File: src/rtl/seg7_scan_counter.sv
// ---------------------------------------------------------------------------
// seg7_scan_counter
//
// Multi-digit BCD up/down counter with a count prescaler, driving a
// time-multiplexed 7-segment display with optional leading-zero blanking and
// selectable common-anode / common-cathode pin polarity.
//
// Parameters:
//   DIGITS       number of BCD digits (1..8)
//   PRESCALE     clk cycles per count step (>=1)
//   SCAN_DIV     clk cycles each digit stays lit (>=1)
//   BLANK_LZ     1 = blank leading zero digits (digit 0 is never blanked)
//   COMMON_ANODE 1 = seg and dig_sel are active-low
//
// Ports:
//   clk       in   system clock
//   rst       in   asynchronous reset, active low
//   en        in   count enable (freezes prescaler and count when low)
//   up_dn     in   1 = count up, 0 = count down
//   clr       in   synchronous clear (highest priority)
//   load      in   synchronous parallel load
//   load_val  in   BCD load value, digit 0 in bits [3:0]
//   bcd       out  current count in BCD
//   carry     out  one-cycle pulse after a wrap-around edge
//   seg       out  segments {g,f,e,d,c,b,a}
//   dig_sel   out  one-hot digit enable
// ---------------------------------------------------------------------------
module seg7_scan_counter #(
    parameter int DIGITS       = 4,
    parameter int PRESCALE     = 50000000,
    parameter int SCAN_DIV     = 50000,
    parameter int BLANK_LZ     = 1,
    parameter int COMMON_ANODE = 0
) (
    input  logic                  clk,
    input  logic                  rst,
    input  logic                  en,
    input  logic                  up_dn,
    input  logic                  clr,
    input  logic                  load,
    input  logic [4*DIGITS-1:0]   load_val,
    output logic [4*DIGITS-1:0]   bcd,
    output logic                  carry,
    output logic [6:0]            seg,
    output logic [DIGITS-1:0]     dig_sel
);

    localparam int PW = (PRESCALE > 1) ? $clog2(PRESCALE) : 1;
    localparam int SW = (SCAN_DIV > 1) ? $clog2(SCAN_DIV) : 1;
    localparam int IW = (DIGITS > 1) ? $clog2(DIGITS) : 1;

    localparam logic [PW-1:0]     PRESC_MAX = PW'(PRESCALE - 1);
    localparam logic [SW-1:0]     SCAN_MAX  = SW'(SCAN_DIV - 1);
    localparam logic [IW-1:0]     IDX_MAX   = IW'(DIGITS - 1);
    localparam logic [6:0]        SEG_ZERO  = 7'b0111111;
    localparam logic [DIGITS-1:0] DIG_FIRST = DIGITS'(1);
    localparam logic              INVERT    = (COMMON_ANODE != 0);

    // Active-high segment pattern for one BCD digit.
    function automatic logic [6:0] seg_code(input logic [3:0] d);
        case (d)
            4'd0:    seg_code = 7'b0111111;
            4'd1:    seg_code = 7'b0000110;
            4'd2:    seg_code = 7'b1011011;
            4'd3:    seg_code = 7'b1001111;
            4'd4:    seg_code = 7'b1100110;
            4'd5:    seg_code = 7'b1101101;
            4'd6:    seg_code = 7'b1111101;
            4'd7:    seg_code = 7'b0000111;
            4'd8:    seg_code = 7'b1111111;
            4'd9:    seg_code = 7'b1100111;
            default: seg_code = 7'b0000000;
        endcase
    endfunction

    logic [4*DIGITS-1:0] bcd_q;
    logic [PW-1:0]       presc_q;
    logic                carry_q;
    logic [SW-1:0]       scan_cnt_q;
    logic [IW-1:0]       scan_idx_q;
    logic [6:0]          seg_q;
    logic [DIGITS-1:0]   dig_sel_q;

    logic                tick;
    logic [4*DIGITS-1:0] count_next;
    logic                wrap;
    logic                ripple;
    logic [3:0]          digit_cur;
    logic [4*DIGITS-1:0] load_sat;
    logic [DIGITS-1:0]   onehot;
    logic [3:0]          digit_shown;
    logic [DIGITS-1:0]   zero_above;
    logic                zero_acc;
    logic                blank;
    logic [6:0]          seg_next;

    assign tick = en && (presc_q == PRESC_MAX);

    // Ripple increment/decrement across all digits in one cycle; a carry or
    // borrow still pending after the top digit means the counter wrapped.
    always_comb begin
        count_next = bcd_q;
        ripple     = 1'b1;
        digit_cur  = 4'd0;
        for (int i = 0; i < DIGITS; i++) begin
            digit_cur = bcd_q[i*4 +: 4];
            if (ripple) begin
                if (up_dn) begin
                    if (digit_cur == 4'd9) begin
                        count_next[i*4 +: 4] = 4'd0;
                    end else begin
                        count_next[i*4 +: 4] = digit_cur + 4'd1;
                        ripple = 1'b0;
                    end
                end else begin
                    if (digit_cur == 4'd0) begin
                        count_next[i*4 +: 4] = 4'd9;
                    end else begin
                        count_next[i*4 +: 4] = digit_cur - 4'd1;
                        ripple = 1'b0;
                    end
                end
            end
        end
        wrap = ripple;
    end

    // Non-decimal load nibbles saturate to 9 so bcd always stays valid BCD.
    always_comb begin
        load_sat = '0;
        for (int i = 0; i < DIGITS; i++) begin
            load_sat[i*4 +: 4] = (load_val[i*4 +: 4] > 4'd9) ? 4'd9 : load_val[i*4 +: 4];
        end
    end

    // Count state: clr beats load beats tick; carry only ever comes from a tick.
    always_ff @(posedge clk or negedge rst) begin
        if (!rst) begin
            bcd_q   <= '0;
            presc_q <= '0;
            carry_q <= 1'b0;
        end else if (clr) begin
            bcd_q   <= '0;
            presc_q <= '0;
            carry_q <= 1'b0;
        end else if (load) begin
            bcd_q   <= load_sat;
            presc_q <= '0;
            carry_q <= 1'b0;
        end else begin
            carry_q <= 1'b0;
            if (tick) begin
                presc_q <= '0;
                bcd_q   <= count_next;
                carry_q <= wrap;
            end else if (en) begin
                presc_q <= presc_q + PW'(1);
            end
        end
    end

    // Free-running scan timebase, unaffected by en, clr and load.
    always_ff @(posedge clk or negedge rst) begin
        if (!rst) begin
            scan_cnt_q <= '0;
            scan_idx_q <= '0;
        end else if (scan_cnt_q == SCAN_MAX) begin
            scan_cnt_q <= '0;
            scan_idx_q <= (scan_idx_q == IDX_MAX) ? '0 : scan_idx_q + IW'(1);
        end else begin
            scan_cnt_q <= scan_cnt_q + SW'(1);
        end
    end

    // Select the scanned digit; zero_above[k] is set when digit k and every
    // digit above it are zero, which is exactly the leading-zero condition.
    always_comb begin
        onehot      = '0;
        digit_shown = 4'd0;
        zero_above  = '0;
        zero_acc    = 1'b1;
        for (int i = 0; i < DIGITS; i++) begin
            if (scan_idx_q == IW'(i)) begin
                onehot[i]   = 1'b1;
                digit_shown = bcd_q[i*4 +: 4];
            end
        end
        for (int i = DIGITS - 1; i >= 0; i--) begin
            zero_acc      = zero_acc && (bcd_q[i*4 +: 4] == 4'd0);
            zero_above[i] = zero_acc;
        end
        blank    = (BLANK_LZ != 0) && (scan_idx_q != '0) && (|(onehot & zero_above));
        seg_next = blank ? 7'b0000000 : seg_code(digit_shown);
    end

    // seg and dig_sel are registered together from the same scan index so a
    // digit enable is never paired with another digit's segment pattern.
    always_ff @(posedge clk or negedge rst) begin
        if (!rst) begin
            seg_q     <= INVERT ? ~SEG_ZERO : SEG_ZERO;
            dig_sel_q <= INVERT ? ~DIG_FIRST : DIG_FIRST;
        end else begin
            seg_q     <= INVERT ? ~seg_next : seg_next;
            dig_sel_q <= INVERT ? ~onehot : onehot;
        end
    end

    assign bcd     = bcd_q;
    assign carry   = carry_q;
    assign seg     = seg_q;
    assign dig_sel = dig_sel_q;

endmodule
File: config.mk
export PLATFORM = sky130hd
export DESIGN_NAME = seg7_scan_counter
export DESIGN_NICKNAME = d
export VERILOG_FILES = /design/src/rtl/seg7_scan_counter.sv
export SDC_FILE = /design/constraint.sdc
export NUM_CORES = 1
export LEC_CHECK = 0
export BUFFER_PORTS_ARGS = -buffer_cell sky130_fd_sc_hd__buf_4
export CAP_MARGIN = 40
export CELL_PAD_IN_SITES_DETAIL_PLACEMENT = 0
export CELL_PAD_IN_SITES_GLOBAL_PLACEMENT = 1
export CORE_ASPECT_RATIO = 0.75
export CORE_MARGIN = 2
export CORE_UTILIZATION = 49
export DETAILED_ROUTE_END_ITERATION = 12
export PLACE_DENSITY = 0.89
export SLEW_MARGIN = 20
export SYNTH_ARGS = -nofsm -noshare
export SYNTH_HDL_FRONTEND = slang
export SYNTH_SLANG_ARGS = --single-unit
File: constraint.sdc
create_clock -name clk -period 5.6 [get_ports clk]
set_clock_uncertainty 0.15 [all_clocks]
set_input_delay 0.28 -clock clk [delete_from_list [all_inputs] [get_ports clk]]
set_output_delay 0.28 -clock clk [all_outputs]
set_load 0.02 [all_outputs]
# Word level (Yosys, flattened, before mapping)
# Memories as Yosys holds them, arrays and structs flattened.
# Cells that the tools add are included.
[word_totals]
register_bits = 72
latchBits = 0
ramBits = 0
rom_bits = 112
inputBits = 22
output_inout_bits = 28
word_cells = 111
memories = 1
[memory_table]
columns = ["name", "depth", "word_bits", "read_ports", "rd_clocked_by_memory_dff", "wr", "line_no", "rtl"]
rows = [
  ["(name not given)", 16, 7, 1, 0, 0, "61", "case (d)"],
]
[op_classes]
add_sub_neg = 11
n_mul = 0
div_mod_pow = 0
magnitude_cmp = 4
eq_ne = 9
n_shift = 0
muxes = 55
bitwise = 1
n_reduce_logical = 20
[ops]
columns = ["op", "count"]
rows = [
  ["26-bit two-way mux", 4],
  ["4-bit two-way mux", 23],
  ["16-bit two-way mux", 4],
  ["26-bit by 1-bit adder with 26-bit output (second input constant)", 1],
  ["26-bit == test (second input constant)", 1],
  ["1-bit two-way mux", 22],
  ["16-bit by 1-bit adder with 16-bit output (second input constant)", 1],
  ["4-bit by 1-bit adder with 4-bit output (second input constant)", 4],
  ["16-bit == test (second input constant)", 1],
  ["4-bit == test (second input constant)", 4],
  ["4-bit > comparator (second input constant)", 4],
  ["4-bit logical NOT", 4],
  ["4-bit by 1-bit subtractor with 4-bit output (second input constant)", 4],
  ["3-bit nonzero test", 4],
  ["7-bit two-way mux", 1],
  ["2-bit AND reduction", 3],
  ["1-bit logical AND", 5],
  ["4-bit bitwise AND", 1],
  ["2-bit == test (second input constant)", 2],
  ["4-bit nonzero test", 1],
  ["4-bit OR reduction", 1],
  ["2-bit by 1-bit adder with 2-bit output (second input constant)", 1],
  ["2-bit by 1-bit == test with 1-bit output (second input constant)", 1],
  ["2-bit logical NOT", 1],
  ["other kinds (2)", 2],
]

# Longest topological paths before layout
# Gate-level depths: netlist (run 1).
[logic_depth]
word_depth = 9
depth_mapped = 11
mapped_depth_nobuf = 10

# Worst setup path before layout (run 1)
# OpenSTA, ideal clock, no wires.
[synth_path]
path_kind = "register -> register"
from = "register bcd_q[0], in the netlist bcd[0]"
to = "register bcd_q[10], in the netlist bcd[10]"
setup_ps = 125
arrival_time_ps = 2074
required_ps = 5325
slack_ps = 3251
stages_incl_launch_ff = 8
n_path_buf = 0
synth_period_minus_slack_ps = 2349
path_cell_list = "dfrtp_1 inv_1 ha_1 or3b_1 a21oi_1 nand3_2 o21a_2 mux2_4"
[synth_via]
elab_chain_cells = 6
elab_cells_between_ends = 8
classes_between = "eq/ne: 1; mux: 4; reduce/logical: 3"
[synth_lines]
columns = ["element", "line_no", "rtl"]
rows = [
  ["start, declared", "76", "logic [4*DIGITS-1:0] bcd_q;"],
  ["start signal, assigned", "147", "bcd_q <= load_sat;"],
  ["start signal, assigned", "154", "bcd_q <= count_next;"],
  ["4-bit == test / 4-bit logical NOT (equally long branches)", "109, 116", ""],
  ["1-bit two-way mux (on tied branches)", "109, 116", ""],
  ["1-bit two-way mux (*)", "108", "if (up_dn) begin"],
  ["1-bit two-way mux (*)", "107", "if (ripple) begin"],
  ["3-bit nonzero test (no line) (*)", "-", ""],
  ["2-bit AND reduction (no line) (*)", "-", ""],
]
# Every way passes the cells marked *; elsewhere a longest branch is shown, timed or not.
# A chain may end at the register's enable or synchronous reset.

# Final worst setup path (run 1)
[layout_path]
from = "register scan_idx_q[0]"
to = "register seg_q[3], in the netlist seg[3]"
[layout_via]
elab_cells_between_ends = 18
classes_between = "eq/ne: 3; mux: 9; bitwise: 1; reduce/logical: 4; memory: 1"
[layout_lines]
columns = ["element", "line_no", "rtl"]
rows = [
  ["start, declared", "80", "logic [IW-1:0] scan_idx_q;"],
  ["start signal, assigned", "169", "scan_idx_q <= (scan_idx_q == IDX_MAX) ? '0 : scan_idx_q + IW'(1);"],
  ["2-bit == test", "183", "if (scan_idx_q == IW'(i)) begin"],
  ["1-bit two-way mux", "183", ""],
  ["via onehot[3]", "90", "logic [DIGITS-1:0] onehot;"],
  ["4-bit bitwise AND", "192", "blank = (BLANK_LZ != 0) && (scan_idx_q != '0) && (|(onehot & zero_above));"],
  ["4-bit OR reduction", "192", ""],
  ["1-bit logical AND", "192", ""],
  ["7-bit two-way mux", "193", "seg_next = blank ? 7'b0000000 : seg_code(digit_shown);"],
  ["via seg_next[3]", "95", "logic [6:0] seg_next;"],
  ["end signal, assigned", "200", "seg_q <= INVERT ? ~SEG_ZERO : SEG_ZERO;"],
  ["end signal, assigned", "203", "seg_q <= INVERT ? ~seg_next : seg_next;"],
  ["end, declared", "81", "logic [6:0] seg_q;"],
]
# The timed path passes the listed nets, and every way through them passes these cells.

==> results.cfg, run 1 <==
[routing]
drc_errors = 0
avgViaCountPerCell = 5.75
drtIter0Drc = 316
vias = 4011
routedWlPerCell_um = 16.1
routed_wl_um = 11200
antenna_left = 0
firstDrtPassIters = 7

[floorplan]
fp.coreArea_mm2 = 0.00920
placementRows = 30
fp.dieArea_mm2 = 0.0104
num_io_pins = 50
die_h_um = 88.8
fp.dieW_um = 117
start_util_pct = 51.1

[placement]
gp_congestion = 0.862
dp_hpwl_um = 7980
portBuffers = 49
dp_slack_ns = 2.98

[logic_synthesis]
yosysTopAreaCell = dfrtp_1
synthCells = 528
synth_nets = 573
yosys_register_bits = 72
synth_edf_count = 0
yosysWarnings = 0
synth_cell_type_count = 63
synthTopCellsByArea = dfrtp_1 (35%), ha_1 (6.1%), nor2_1 (4.1%)
avgSynthCellArea_um2 = 8.90
yosysSeqAreaShare_pct = 38.5
synth-main-ff-cell = dfrtp_1
synth_area_mm2 = 0.00470
synthArstFlopShare_pct = 100
synth_top_area_share_pct = 34.6

[global_routing]
antenna_found_initial = 0
track_usage_pct = 23.5
grt_pass1_vias = 3749
overflow = 0
grt_max_degree = 41
grt_first_pass_wirelength_um = 18800

[worst_setup_path]
crit_path_end_kind = flip-flop
cp_top_family = adder cells
worstSetupStartpoint = scan_idx_q[0]
cp_common_cell = ha_1
slowest_delay_ns = 0.52
cp.required_ns = 5.71
critical_path.cell_chain = ha_1, a211oi_1, a211oi_2, ha_1, or3_1, a21oi_1
arrival_ns = 2.80
crit_type = reg -> reg
cpMaxStageDelayCell = ha_1
cp_num_buf_inv = 0
worstPathMaxFanout = 15
reg2reg_from = scan_idx_q[0]
cp-start-kind = flip-flop

[worst_hold_path]
hp-class = in -> reg
min-delay-start = load_val[2]

[sta]
setup_viol = 0
max_freq_ghz = 0.372
setup_slack_ns = 2.91
rsz0062_at_grt = no
slew_headroom_pct = 50.1
finalCritPeriodShare_pct = 48.0
fin_crit_ns = 2.69
hold_viol = 0
drv_slew = 0
setup_tns_ns = 0
worst_pin_slew_ns = 0.748

[cts]
cts_tree = done
cts_resized = 0
postCtsSetupRepairBufs = 0
cts-root-buf = clkbuf_16
insertion_delay_ns = 0.34
htreeDepth = 3
cts.sinks = 72
cts.reportedPaths.clkPinSlew_ns = 0.06
clk_path_buf_depth = 2
numCtsBuffers = 9

[power]
powerDensity_mw_per_mm2 = 266
power.total_uw = 1460
leakage_uw = 0.00242
ir_drop_v = 0.000164

[final_layout]
synthToLayoutAreaGrowth_pct = 16.4
drive_gt1_share_pct = 16.7
nets = 609
antenna_cells = 0
post-route-util_pct = 59.5

[run]
maxCapViolCount = 0

[outcome]
status = finished, final reports clean
==> state kept, by name (all words and copies together) (netlist names) <==
name and count:
presc_q 26, bcd 16, seg 7, dig_sel 4
scan_idx_q 2, carry 1, scan_cnt_q 16
==> layer usage <==
layer  global-route usage (%)  wire, um
met4                     7.17       156
met3                     5.21       595
met1                     34.4      5650
met2                     35.0      4830
met5                        0         0
==> power by group <==
group	switching, uW	internal (uW)	total [uW]
registers	37.3	549	586
clock network	220	390	610
logic	147	112	259
total	405	1050	1460
==> final timing paths <==
| kind | end | slack (ns) | depth (start not counted) |
|---|---|---|---|
| setup / recovery | seg[3] | 2.91 | 6 |
| hold / removal | bcd[2] | 0.10 | 3 |
| setup reg to reg | seg[3] | 2.91 | 6 |
| hold reg to reg | scan_cnt_q[0] | 0.31 | 1 |
| max in group asynchronous | dig_sel[0] | 4.37 | 3 |
| min in group asynchronous | bcd[7] | 0.32 | 2 |
==> repair_timing <==
item                                    CTS  global route
hold endpoints to repair                 28             0
endpoints found under the setup margin    0             0
hold buffers                              1             0
==> kinds of logic (layout without fill, tap and decap cells) <==
group | Yosys count | after routing | share of synthesized area, %
xor gates and xnor gates | 31 | 31 | 5.78
adders and majority gates | 23 | 23 | 6.12
DFF | 72 | 72 | 38.5
AOI/OAI and AO/OA | 116 | 116 | 15.7
buffers and inverters | 54 | 95 | 4.50
muxes | 18 | 18 | 4.39
and+or+nand+nor | 214 | 214 | 25.0
==> synth_stat cells (3+ instances only) <==
library cell / count
nor4_1: 4
nand2b_1: 7
and4_1: 6
and3_1: 9
and3b_1: 3
mux2i_1: 6
a21o_1: 4
dfstp_2: 7
nor2b_1: 9
mux2_1: 3
mux2_2: 6
nor3b_1: 7
o21bai_1: 4
a21oi_1: 34
or3_1: 8
a221oi_1: 3
a31oi_1: 13
xor2_1: 18
and2_1: 3
ha_1: 23
nor4b_1: 3
xnor2_1: 13
nand2_1: 43
a211oi_1: 7
nor3_1: 7
buf_2: 7
o31ai_1: 3
inv_1: 27
nor2_1: 51
mux2_4: 3
nand3_1: 23
dfrtp_1: 65
nand4_1: 8
o21ai_0: 25
clkbuf_1: 20
nand3b_1: 9
nor3_2: 3
==> worst min-delay path: stages <==
cell	delay (ns)
buf_4	0.09
a21oi_1	0.05
o22ai_1	0.11
==> stage by stage <==
step                instance area, um2  cells  hold WS, ns
floorplan                         4700    528       -0.166
global placement                  5120    678        0.293
detailed placement                5140    680        0.114
CTS                               5470    697       0.0993
global route                      5470    697        0.103
finish                            5470    697        0.105
==> area by class of cell <==
cell class	count	area, um2
Clock buffer	11	233
Clock inverter	5	81.3
Fill cell	801	3730
Inverter	27	101
Multi-Input combinational cell	402	2680
Sequential cell	72	1810
Tap cell	128	160
Timing Repair Buffer	52	405
==> cell usage in the layout, fill, tap and decap left out, drive strengths merged, types with 5 or more instances in the layout <==
master | Yosys | layout
o21ai | 25 | 25
nand3 | 24 | 24
mux2 | 12 | 12
a31oi | 13 | 13
inv | 27 | 27
nor2b | 9 | 9
dfrtp | 65 | 65
ha | 23 | 23
clkbuf | 20 | 11
nor3b | 7 | 7
nor4 | 5 | 5
dfstp | 7 | 7
and3 | 9 | 9
buf | 7 | 51
nor3 | 10 | 10
a211oi | 8 | 8
or3 | 8 | 8
nor2 | 51 | 51
a21oi | 35 | 35
and4 | 6 | 6
nand2 | 43 | 43
mux2i | 6 | 6
nand4 | 10 | 10
nand2b | 7 | 7
xnor2 | 13 | 13
xor2 | 18 | 18
nand3b | 9 | 9
Power figures use the tool's default switching activity.
==> run 2: changes to the inputs <==
--- a/config.mk
+++ b/config.mk
@@ -11,9 +11,9 @@
 export CELL_PAD_IN_SITES_GLOBAL_PLACEMENT = 1
 export CORE_ASPECT_RATIO = 0.75
 export CORE_MARGIN = 2
-export CORE_UTILIZATION = 49
+export CORE_UTILIZATION = 41
 export DETAILED_ROUTE_END_ITERATION = 12
-export PLACE_DENSITY = 0.89
+export PLACE_DENSITY = 0.8
 export SLEW_MARGIN = 20
 export SYNTH_ARGS = -nofsm -noshare
 export SYNTH_HDL_FRONTEND = slang
==> constraint.sdc (replaced) <==
create_clock -name clk -period 2.22 [get_ports clk]
set_clock_uncertainty 0.15 [all_clocks]
set_input_delay 0.111 -clock clk [delete_from_list [all_inputs] [get_ports clk]]
set_output_delay 0.111 -clock clk [all_outputs]
set_load 0.02 [all_outputs]
==> results.cfg, run 2 (synthesis gave the netlist of run 1 again) <==
[power]
leakage_uw = 0.00278
ir_drop_v = 0.000412
powerDensity_mw_per_mm2 = 609
power.total_uw = 3790

[floorplan]
fp.coreArea_mm2 = 0.0111
die_h_um = 96.7
placementRows = 33
start_util_pct = 42.5
fp.dieArea_mm2 = 0.0123
num_io_pins = 50
fp.dieW_um = 128

[placement]
place_area_mm2 = 0.00563
dp_hpwl_um = 9050
portBuffers = 49
gp_congestion = 0.861

[worst_setup_path]
r2r-end = seg[3]
cp_top_family = simple AND/OR/NAND/NOR gates
reg2reg_from = scan_idx_q[0]
cp_num_buf_inv = 1
cp.required_ns = 2.34
crit_path_end_kind = flip-flop
worstPathMaxFanout = 6
ff2ff_setup_slack_ns = -0.02
cpMaxStageDelayCell = dfrtp_2
crit_type = reg -> reg
worst_r2r_path_depth = 7
slowest_delay_ns = 0.43
critical_path.cell_chain = buf_12, ha_4, nand3b_1, a211oi_4, ha_4, or3_4, a21oi_2
cp_common_cell = ha_4
cp-start-kind = flip-flop
arrival_ns = 2.36

[cts]
cts.reportedPaths.clkPinSlew_ns = 0.06
numCtsBuffers = 9
cts.sinks = 72
clk_path_buf_depth = 2
cts-root-buf = clkbuf_16
htreeDepth = 3
cts_tree = done
insertion_delay_ns = 0.33

[final_layout]
fillCellCount = 987
multiInputGateArea_mm2 = 0.00288
mostFrequentLayoutCell = buf_4
nets = 677
fin_area_mm2 = 0.00622
largest-register = presc_q
final-seq-area_mm2 = 0.00182
antenna_cells = 0
synthToLayoutAreaGrowth_pct = 32.5
drive_gt1_share_pct = 31.6
mostFrequentLayoutCells = buf_4 (111), dfrtp_1 (61), nor2_1 (51)
largest_reg_flops = 26

[sta]
drv_slew = 0
hold_viol = 0
finalCritPeriodShare_pct = 101
setup_viol = 1
worst_pin_slew_ns = 0.540
max_freq_ghz = 0.446
rsz0062_at_grt = yes
slew_headroom_pct = 64.0
fin_crit_ns = 2.24
setup_slack_ns = -0.0225

[global_routing]
grt_util_met2_pct = 32.2
grt_first_pass_wirelength_um = 20600
busiest_layer = met2
met1_usage_pct = 28.7
track_usage_pct = 20.6
grt_pass1_vias = 4247
overflow = 0
antenna_found_initial = 0
grtUsageMet3_pct = 4.15
grt_max_degree = 43

[outcome]
status = finished, violations left
violations = setup timing

[worst_hold_path]
worst_hold_path.endpoint = bcd[6]
min-delay-start = load_val[7]
hp-class = in -> reg
hold_path_depth = 4

[routing]
routed_wl_um = 12400
vias = 4297
drc_errors = 0
antenna_left = 0
avgViaCountPerCell = 5.53
routedWlPerCell_um = 16.0
firstDrtPassIters = 4
drtIter0Drc = 278

[run]
maxCapViolCount = 0
run 2: cell types whose count changed in the layout (fill, tap and decap cells not counted), moves of 5 or more:
cell / delta
ha_4: +6
inv_1: -6
dlygate4sd3_1: +5
ha_1: -10
a21oi_1: -6
buf_4: +61
inv_2: +6
run 2: where the power goes:
part	total [uW]	internal, uW	switching [uW]
Clock	1490	927	564
Combinational	865	399	466
Sequential	1430	1390	47.5
run 2: per-stage QoR:
stage | worst slack, ns | setup TNS, ns | std cells | utilization (%) | hold slack [ns]
6_report | -0.0225 | -0.0225 | 777 | 56.3 | 0.0183
2_1_floorplan | 0.00924 | 0 | 528 | - | -0.335
4_1_cts | -0.0279 | -0.0279 | 774 | 54.4 | 0.00397
5_1_grt | -0.0941 | -0.319 | 777 | 56.3 | 0.0435
3_3_place_gp | 0.0324 | 0 | 752 | 50.9 | -0.0548
3_5_place_dp | -0.0393 | -0.145 | 752 | 50.9 | -0.0518
run 2: how the worst max path moves through the flow:
stage | startpoint | depth (start not counted) | to
final | scan_idx_q[0] | 7 | seg[3]
after global routing | scan_idx_q[0] | 8 | seg[3]
after CTS | scan_idx_q[0] | 7 | seg[3]
after detailed placement | scan_idx_q[0] | 7 | seg[1]
after global placement | scan_idx_q[1] | 7 | seg[3]
after floorplan | bcd[0] | 7 | bcd[10]
run 2: metal layers:
metal / up-vias / wire length, um
met5: - / 0
met4: 0 / 151
met3: 10 / 446
met2: 98 / 5650
met1: 2099 / 6180
li1: 2090 / -
run 2: repair_timing:
item	in CTS	in global routing
hold buffers	6	0
endpoints found under the hold margin	72	0
pin swaps	2	13
buffers inserted	0	3
setup endpoints to repair	7	36
gates resized for setup	6	39
run 2: tightest hold or removal path, stage by stage:
cell and delay, ns:
buf_4 0.10, inv_1 0.04, a21oi_1 0.14, a211oi_1 0.06
run 2: area by class of cell:
cell class                      count  share of cell area, %
Clock inverter                      5                  0.884
Sequential cell                    72                   29.2
Clock buffer                       11                   4.06
Inverter                           27                   1.63
Tap cell                          140                   2.81
Timing Repair Buffer              120                   15.2
Multi-Input combinational cell    402                   46.3
